`src/rtl/alu_coef_loader.sv`:
```
// Coefficient-pair sequencer feeding the ALU multiply stage.
// Plays one (B, D) slot into the operand registers per request.
module alu_coef_loader #(
  parameter  int BUS_WIDTH = 8,
  parameter  int DEPTH     = 8,
  localparam int ADDR_W    = $clog2(DEPTH)
) (
  input  logic                 clk,
  input  logic                 rst_n,
  input  logic                 wr_en,
  input  logic [ADDR_W-1:0]    wr_addr,
  input  logic                 wr_sel,
  input  logic [BUS_WIDTH-1:0] wr_data,
  input  logic                 req_valid,
  output logic                 req_ready,
  input  logic [ADDR_W-1:0]    req_slot,
  input  logic                 req_clr,
  output logic                 b_en,
  output logic                 d_en,
  output logic                 f_clr,
  output logic [BUS_WIDTH-1:0] imm,
  output logic                 done,
  output logic                 busy
);

  typedef enum logic [1:0] {
    IDLE,
    LOAD_B,
    LOAD_D,
    DONE
  } state_t;

  state_t state, state_n;

  logic [BUS_WIDTH-1:0] b_tab [DEPTH];
  logic [BUS_WIDTH-1:0] d_tab [DEPTH];

  logic [ADDR_W-1:0]    slot, slot_n;
  logic                 clr, clr_n;
  logic                 b_en_n, d_en_n, f_clr_n, done_n;
  logic [BUS_WIDTH-1:0] imm_n;

  assign req_ready = (state == IDLE);
  assign busy      = ~req_ready;

  // Tables are read by the comb block below, so reads see pre-edge data.
  always_ff @(posedge clk or negedge rst_n) begin
    if (!rst_n) begin
      for (int i = 0; i < DEPTH; i++) begin
        b_tab[i] <= '0;
        d_tab[i] <= '0;
      end
    end else if (wr_en) begin
      if (wr_sel) d_tab[wr_addr] <= wr_data;
      else        b_tab[wr_addr] <= wr_data;
    end
  end

  always_ff @(posedge clk or negedge rst_n) begin
    if (!rst_n) begin
      state <= IDLE;
      slot  <= '0;
      clr   <= 1'b0;
      b_en  <= 1'b0;
      d_en  <= 1'b0;
      f_clr <= 1'b0;
      done  <= 1'b0;
      imm   <= '0;
    end else begin
      state <= state_n;
      slot  <= slot_n;
      clr   <= clr_n;
      b_en  <= b_en_n;
      d_en  <= d_en_n;
      f_clr <= f_clr_n;
      done  <= done_n;
      imm   <= imm_n;
    end
  end

  always_comb begin
    state_n = state;
    slot_n  = slot;
    clr_n   = clr;
    b_en_n  = 1'b0;
    d_en_n  = 1'b0;
    f_clr_n = 1'b0;
    done_n  = 1'b0;
    imm_n   = imm;
    unique case (state)
      IDLE: begin
        if (req_valid) begin
          state_n = LOAD_B;
          slot_n  = req_slot;
          clr_n   = req_clr;
          b_en_n  = 1'b1;
          f_clr_n = req_clr;
          imm_n   = req_clr ? '0 : b_tab[req_slot];
        end
      end
      LOAD_B: begin
        state_n = LOAD_D;
        d_en_n  = 1'b1;
        f_clr_n = clr;
        imm_n   = clr ? '0 : d_tab[slot];
      end
      LOAD_D: begin
        state_n = DONE;
        done_n  = 1'b1;
      end
      DONE: begin
        state_n = IDLE;
      end
      default: begin
        state_n = IDLE;
      end
    endcase
  end

endmodule

```
`config.mk`:
```
export PLATFORM = sky130hd
export DESIGN_NAME = alu_coef_loader
export DESIGN_NICKNAME = d
export VERILOG_FILES = /design/src/rtl/alu_coef_loader.sv
export SDC_FILE = /design/constraint.sdc
export NUM_CORES = 1
export LEC_CHECK = 0
export BUFFER_PORTS_ARGS = -buffer_cell sky130_fd_sc_hd__buf_2
export CORE_ASPECT_RATIO = 0.7
export CORE_MARGIN = 1
export CORE_UTILIZATION = 43
export CTS_BUF_LIST = sky130_fd_sc_hd__clkbuf_8
export CTS_CLUSTER_DIAMETER = 150
export CTS_CLUSTER_SIZE = 12
export DETAILED_ROUTE_END_ITERATION = 8
export GPL_TIMING_DRIVEN = 0
export PLACE_DENSITY = 0.71
export SKIP_CTS_REPAIR_TIMING = 1
export SLEW_MARGIN = 20
export SYNTH_ARGS = -nofsm -noshare
export SYNTH_HDL_FRONTEND = slang
export SYNTH_SLANG_ARGS = --single-unit
```
`constraint.sdc`:
```
create_clock -name clk -period 1.8 [get_ports clk]
set_input_delay 0.09 -clock clk [delete_from_list [all_inputs] [get_ports clk]]
set_output_delay 0.09 -clock clk [all_outputs]
set_load 0.02 [all_outputs]
```
==> results of run 1 <==
## final cells by class
| type | count | area [µm²] | share of cell area [%] |
|---|---|---|---|
| buffer | 24 | 150 | 1.98 |
| tap | 195 | 244 | 3.21 |
| timing repair buffer | 42 | 295 | 3.89 |
| clock buffer | 19 | 262 | 3.44 |
| multi-input combinational | 235 | 2790 | 36.7 |
| inverter | 5 | 18.8 | 0.247 |
| sequential | 146 | 3650 | 48.1 |
| clock inverter | 13 | 184 | 2.42 |
## state kept, by name (all words and copies together) (netlist names)
| name | flops |
|---|---|
| state | 2 |
| d_tab | 64 |
| imm | 8 |
| done | 1 |
| b_en | 1 |
| b_tab | 64 |
| d_en | 1 |
| clr | 1 |
| f_clr | 1 |
| slot | 3 |
## metal layers
| layer | vias to the layer above | share of wire [%] | GRT usage, % |
|---|---|---|---|
| met5 | - | 0 | 0 |
| met1 | 2051 | 48 | 28.7 |
| met3 | 10 | 5.1 | 5.37 |
| met2 | 97 | 46 | 28.0 |
| li1 | 1656 | - | - |
| met4 | 0 | 0.68 | 5.25 |
## path summary, 6_finish.rpt
kind,depth (start not counted),start,end
hold / removal,3,req_valid,b_en$_DFF_PN0_
hold reg to reg,1,d_tab[53]$_DFFE_PN0P_,d_tab[53]$_DFFE_PN0P_
setup / recovery,7,state[0]$_DFFE_PN0P_,imm[5]$_DFFE_PN0P_
max in group asynchronous,3,rst_n,b_tab[54]$_DFFE_PN0P_
setup reg to reg,7,state[0]$_DFFE_PN0P_,imm[5]$_DFFE_PN0P_
min in group asynchronous,2,rst_n,done$_DFF_PN0_
## cell usage after synthesis, types with 3 or more instances
| library cell | count |
|---|---|
| nand3b_1 | 4 |
| o211ai_1 | 8 |
| nand2b_1 | 5 |
| nor2_2 | 9 |
| mux4_2 | 32 |
| buf_2 | 7 |
| mux2_4 | 8 |
| nand3_1 | 8 |
| dfrtp_1 | 146 |
| mux2i_1 | 9 |
| o21ai_0 | 4 |
| clkbuf_1 | 11 |
| buf_6 | 3 |
| mux2_1 | 9 |
| a32oi_1 | 8 |
| nand2_1 | 5 |
| ha_1 | 4 |
| inv_1 | 4 |
| mux2_2 | 114 |
## through the flow
step / setup TNS [ns] / total power [mW]
6_report: 0 / 10.3
5_1_grt: -0.0113 / 10.8
4_1_cts: -2.05 / 10.2
3_5_place_dp: -1.90 / 7.39
3_3_place_gp: -188.39 / 7.22
2_1_floorplan: 0 / 6.56
## cell families after synthesis
family | count (synthesis) | share of synthesized area, %
mux | 172 | 35.3
flops | 146 | 55.7
simple gates | 38 | 3.53
buf+inv | 30 | 2.31
compound gates | 21 | 2.42
fa+ha+maj | 4 | 0.763
## power by group through the flow
| stage | clock network [mW] | logic, mW | registers [mW] |
|---|---|---|---|
| after detailed placement | 0 | 2.81 | 4.57 |
| final | 2.87 | 2.86 | 4.57 |
| after floorplan | 0 | 2.02 | 4.54 |
| after global placement | 0 | 2.71 | 4.51 |
| after CTS | 2.91 | 2.82 | 4.51 |
| after global routing | 3.04 | 3.10 | 4.67 |
## critical path, stage by stage, from the launching register on
cell,delay (ns)
dfrtp_1,0.41
inv_2,0.11
ha_4,0.18
nor4bb_4,0.29
buf_4,0.21
buf_6,0.16
a32oi_1,0.11
o211ai_1,0.13
==> flow_summary.ini, run 1 <==
[power_and_ir_drop]
irDropWorstVdd_uv = 536
switchingPower_mw = 3.02
sequentialPowerShare_pct = 44.4
intPower_mw = 7.27
pwr_density_cell_nw_per_um2 = 1360
swShare_pct = 29.4
clock_power_share_pct = 27.9
combPwrFrac_pct = 27.8
p_leak_nw = 3.27

[detailed_routing]
drtPass1Iterations = 4
initialDrtViolationCount = 191
ant_nets = 0
num_vias = 3814
viasPerCell = 5.62
finalWirelength_um = 14100
wl_per_cell_um = 20.8
drc = 0

[logic_synthesis]
synth_top_area_share_pct = 55.7
syn_area_um2 = 6560
synthArstFlopShare_pct = 100
syn_nets = 435
yosysUniqueCellTypes = 29
synth-main-ff-cell = dfrtp_1
synth_cells = 411
ys_ff_latch = 146
synth_area_leaders = dfrtp_1 (56%), mux2_2 (20%), mux4_2 (11%)
seq_area_frac_synth_pct = 55.7
avgSynthCellArea_um2 = 16.0
yosysWarnings = 0
yosysTopAreaCell = dfrtp_1
synth_edf_count = 0

[finish]
finalCoreUtilization_pct = 51.3
n_antenna_cell = 0
layout.nets = 495
area_growth_syn_to_layout_pct = 15.8
final_cell_area_um2 = 7600
layout_commonest_cell = dfrtp_1
final_cells = 679
drive_gt1_share_pct = 51.2
fillerInstances = 1275
most-common-layout-cells = dfrtp_1 (145), mux2_2 (114), buf_2 (35)

[timing]
fmax_mhz = 589
maxSlewHeadroom_pct = 47.3
layout_setup_ws_ns = 0.103
whs_ns = 0.0652
worstMarginPinSlew_ns = 0.790
report.final.slew_viol_count = 0
skew_ns = 0.00523
hold_viol = 0
finalCritPeriodShare_pct = 94.3
layout_min_cycle_time_ns = 1.70
setup_viol = 0

[status]
status = complete, no violations

[critical_path]
critPathKind = register to register
startpoint_type = register
crit_fanout = 10
endpoint_kind = register
r2r_slack_ns = 0.10
worstPathRequired_ns = 2.16
arrival_ns = 2.05

[floorplanning]
io_pins = 34
die_height_um = 105
dieWidth_um = 150
core_area_um2 = 14800
dieArea_um2 = 15800
rows = 37
initial_core_util_pct = 44.3

[clock_tree]
cts_inserted_buffers = 17
clock_latency_ns = 0.44
cts_buffer_depth = 2
clockRootBuffer = clkbuf_8
cts_tree = done
h-tree-depth = 4
clk_pin_slew_ns = 0.08
cts.sinks = 146

[job]
max-cap-violations = 0

[global_route]
overflow = 0
grt_pass1_vias = 4038
grt_max_degree = 94
grt.total_usage_pct = 19.4
grt_pass1_wl_um = 22400
antenna_found_initial = 0

[placed_design]
gp_congestion = 0.797
dp_slack_ns = -0.283
dp.cells = 637
hpwlAfterDp_um = 9890
placed_area_um2 = 7000
portBuffers = 30

[worst_hold_path]
hold_class = input pin to register
(Power assumes the default switching activity.)
==> inputs of run 2 (changes only) <==
CAP_MARGIN = 10   (was not set)
CORE_UTILIZATION = 55   (was 43)
PLACE_DENSITY = 0.85   (was 0.71)
==> flow_summary.ini, run 2 (synthesis results as in run 1) <==
[status]
status = complete, no violations

[critical_path]
crit_fanout = 10
critPathKind = register to register
slowest_delay_ns = 0.40
rr_worst_depth = 7
arrival_ns = 2.06
cp_num_buf_inv = 3
worstPathRequired_ns = 2.15
critPathTopFamily = buffers and inverters
crit_chain = inv_2 > ha_4 > nor4bb_1 > buf_4 > buf_6 > a32oi_1 > o211ai_1
endpoint_kind = register
path_depth = 7
crit_slowest_cell = dfrtp_1
startpoint_type = register

[floorplanning]
rows = 32
initial_core_util_pct = 58.1
io_pins = 34
core_area_um2 = 11300
dieWidth_um = 133
dieArea_um2 = 12400
die_height_um = 93.4

[clock_tree]
clock_latency_ns = 0.44
h-tree-depth = 4
cts_inserted_buffers = 17
cts.sinks = 146
cts_tree = done
cts_buffer_depth = 2
clockRootBuffer = clkbuf_8
clk_pin_slew_ns = 0.08

[detailed_routing]
initialDrtViolationCount = 236
drtPass1Iterations = 4
finalWirelength_um = 13400
viasPerCell = 5.92
drc = 0
num_vias = 3780
ant_nets = 0
wl_per_cell_um = 20.9

[timing]
worstMarginPinSlew_ns = 0.742
maxSlewHeadroom_pct = 50.5
layout_min_cycle_time_ns = 1.71
finalCritPeriodShare_pct = 95.2
whs_ns = 0.0881
skew_ns = 0.00527
hold_viol = 0
fmax_mhz = 584
report.final.slew_viol_count = 0
setup_viol = 0

[global_route]
antenna_found_initial = 0
overflow = 0
grt.met2_usage_pct = 36.9
grt.total_usage_pct = 24.1
grt_max_degree = 104
grt_pass1_wl_um = 21900
gr-usage-met1_pct = 34.5
gr-max-usage-layer = met2
grt_use_met3_pct = 6.34
grt_pass1_vias = 4004

[finish]
n_antenna_cell = 0
final_cells = 638
layout_commonest_cell = dfrtp_1
layout.nets = 496
top_regs = b_tab x64, d_tab x64, imm x8
most-common-layout-cells = dfrtp_1 (145), mux2_2 (114), buf_2 (35)
area_growth_syn_to_layout_pct = 14.5
drive_gt1_share_pct = 51.1
final_cell_area_um2 = 7510
fillerInstances = 797

[placed_design]
portBuffers = 30
hpwlAfterDp_um = 9550
placed_area_um2 = 6940
dp.cells = 595
gp_congestion = 0.794

[power_and_ir_drop]
p_leak_nw = 3.26
pwr_density_cell_nw_per_um2 = 1340
finalPower_mw = 10.0
irDropWorstVdd_uv = 805

[worst_hold_path]
hold_class = input pin to register
hold_depth = 3

[job]
max-cap-violations = 0
-- run 2: worst min-delay path: cells and delay by family --
| kind | cells | cell delay [ns] |
|---|---|---|
| AOI/OAI and AO/OA | 1 | 0.09 |
| and+or+nand+nor | 1 | 0.18 |
| buffers and inverters | 1 | 0.12 |
-- run 2: power by group --
part / leakage [nW] / internal (mW) / total (mW) / switching [mW]
logic: 1.25 / 1.58 / 2.84 / 1.26
clock network: 0.210 / 1.40 / 2.64 / 1.24
registers: 1.80 / 4.11 / 4.56 / 0.456
-- run 2: worst paths after layout --
kind / end / slack, ns / startpoint
max: imm[5]$_DFFE_PN0P_ / 0.09 / state[0]$_DFFE_PN0P_
min reg2reg: d_tab[51]$_DFFE_PN0P_ / 0.50 / d_tab[51]$_DFFE_PN0P_
min: state[0]$_DFFE_PN0P_ / 0.09 / req_valid
max reg2reg: imm[5]$_DFFE_PN0P_ / 0.09 / state[0]$_DFFE_PN0P_
max in group asynchronous: b_tab[37]$_DFFE_PN0P_ / 0.86 / rst_n
min in group asynchronous: done$_DFF_PN0_ / 0.12 / rst_n
-- run 2: final cells by class --
| class | count | area, µm² | area share (%) |
|---|---|---|---|
| clock buffers | 18 | 248 | 3.30 |
| inverters | 5 | 18.8 | 0.250 |
| well taps | 153 | 191 | 2.55 |
| plain buffers | 24 | 155 | 2.07 |
| multi-input cells | 235 | 2780 | 37.0 |
| clock inverters | 14 | 164 | 2.18 |
| repair buffers | 43 | 303 | 4.03 |
| flip-flops and latches | 146 | 3650 | 48.7 |
-- run 2: through the flow --
step           setup slack (ns)  utilization (%)  TNS, ns
6_report                 0.0864             66.5        0
4_1_cts                  -0.301             65.1    -1.95
2_1_floorplan            0.0484                -        0
5_1_grt                 -0.0394             66.5  -0.0469
3_3_place_gp              -1.26             61.2  -182.24
3_5_place_dp             -0.272             61.5    -1.72
-- run 2: per-layer routing --
layer  part of all wire [%]  wire length (µm)
met5                      0                 0
met4                   0.56                75
met3                    6.0               798
met2                     48              6380
met1                     46              6100
==> inputs of run 3 (changes only) <==
clock period = 2 ns   (was 1.8 ns; I/O delays follow)
==> flow_summary.ini, run 3 (synthesis results as in run 1) <==
[status]
status = complete, no violations

[timing]
report.final.slew_viol_count = 0
hold_viol = 0
layout_min_cycle_time_ns = 1.85
worstMarginPinSlew_ns = 0.735
layout_setup_ws_ns = 0.148
skew_ns = 0.0108
rsz0062_at_grt = false
setup_viol = 0
maxSlewHeadroom_pct = 51.0
fmax_mhz = 540
finalCritPeriodShare_pct = 92.6

[critical_path]
worstPathRequired_ns = 2.30
crit_slowest_cell = dfrtp_1
arrival_ns = 2.15
crit_chain = buf_2 > mux4_2 > mux2i_1 > o211ai_1
startpoint_type = register
cp_num_buf_inv = 1
r2r_slack_ns = 0.15
critPathKind = register to register
slowest_delay_ns = 0.65
crit_fanout = 10
critPathTopFamily = flip-flops
endpoint_kind = register

[clock_tree]
cts_tree = done
h-tree-depth = 4
clockRootBuffer = clkbuf_8
cts_buffer_depth = 2
cts.sinks = 146
cts_inserted_buffers = 17
clock_latency_ns = 0.44
clk_pin_slew_ns = 0.07

[finish]
layout.nets = 492
most-common-layout-cells = dfrtp_1 (146), mux2_2 (114), buf_2 (35)
top_regs = b_tab x64, d_tab x64, imm x8
layout_commonest_cell = dfrtp_1
n_antenna_cell = 0
drive_gt1_share_pct = 50.4
final_cells = 633
area_growth_syn_to_layout_pct = 15.0
final_cell_area_um2 = 7540
finalCoreUtilization_pct = 66.8

[placed_design]
gp_congestion = 0.770
portBuffers = 30
hpwlAfterDp_um = 9560
placed_area_um2 = 6940
dp_slack_ns = -0.0851
dp.cells = 595

[detailed_routing]
viasPerCell = 6.00
drtPass1Iterations = 4
wl_per_cell_um = 21.3
ant_nets = 0
drc = 0
finalWirelength_um = 13500
num_vias = 3798
initialDrtViolationCount = 209

[floorplanning]
dieWidth_um = 133
die_height_um = 93.4
initial_core_util_pct = 58.1
io_pins = 34
core_area_um2 = 11300
dieArea_um2 = 12400
rows = 32

[global_route]
overflow = 0
grt_max_degree = 107
grt.total_usage_pct = 24.6
antenna_found_initial = 0
grt_pass1_vias = 4049
grt_pass1_wl_um = 22300

[power_and_ir_drop]
irDropWorstVdd_uv = 653
pwr_density_cell_nw_per_um2 = 1260
p_leak_nw = 3.28

[job]
max-cap-violations = 0

[worst_hold_path]
hold_class = input pin to register
==> run 3: cell count changes in the layout (fill, tap and decap cells not counted), sizes merged <==
cell	delta
clkinv	-5
bufinv	+4
buf	-3
clkbuf	+3
dlygate4sd3	-2
clkinvlp	-1
inv	-1
==> run 3: where the power goes <==
group / internal (mW) / total [mW] / switching [mW]
registers: 3.70 / 4.12 / 0.421
logic: 1.36 / 2.50 / 1.14
clock network: 1.82 / 2.91 / 1.08
==> run 3: worst paths after layout <==
check / start / end / depth (start not counted)
max reg2reg: slot[1]$_DFFE_PN0P_ / imm[6]$_DFFE_PN0P_ / 4
min in group asynchronous: rst_n / done$_DFF_PN0_ / 2
max: slot[1]$_DFFE_PN0P_ / imm[6]$_DFFE_PN0P_ / 4
min: wr_data[4] / b_tab[36]$_DFFE_PN0P_ / 2
max in group asynchronous: rst_n / imm[6]$_DFFE_PN0P_ / 3
min reg2reg: d_tab[54]$_DFFE_PN0P_ / d_tab[54]$_DFFE_PN0P_ / 1
==> run 3: worst reg2reg max path, stage by stage, from the launching register on <==
cell      delay, ns
dfrtp_1        0.65
buf_2          0.40
mux4_2         0.36
mux2i_1        0.19
o211ai_1       0.11
==> run 3: layout make-up <==
| type | instances | area (µm²) |
|---|---|---|
| well taps | 153 | 191 |
| inverters | 5 | 18.8 |
| flip-flops and latches | 146 | 3650 |
| clock inverters | 11 | 231 |
| repair buffers | 39 | 268 |
| fillers | 802 | 3750 |
| clock buffers | 20 | 275 |
| plain buffers | 24 | 135 |
| multi-input cells | 235 | 2770 |
==> run 3: routing by layer <==
layer  wire [µm]  track usage (%)
met4         156             6.90
met2        6410             37.8
met1        6340             35.4
met3         588             5.69
met5           0                0
==> run 3: per-stage QoR <==
| step | TNS [ns] | hold slack [ns] | total power [mW] |
|---|---|---|---|
| 6_report | 0 | 0.00918 | 9.52 |
| 3_5_place_dp | -0.225 | 0.00240 | 6.65 |
| 3_3_place_gp | -154.63 | 0.352 | 6.48 |
| 5_1_grt | 0 | 0.00420 | 9.98 |
| 2_1_floorplan | 0 | -0.196 | 5.90 |
| 4_1_cts | -0.552 | -0.470 | 9.56 |
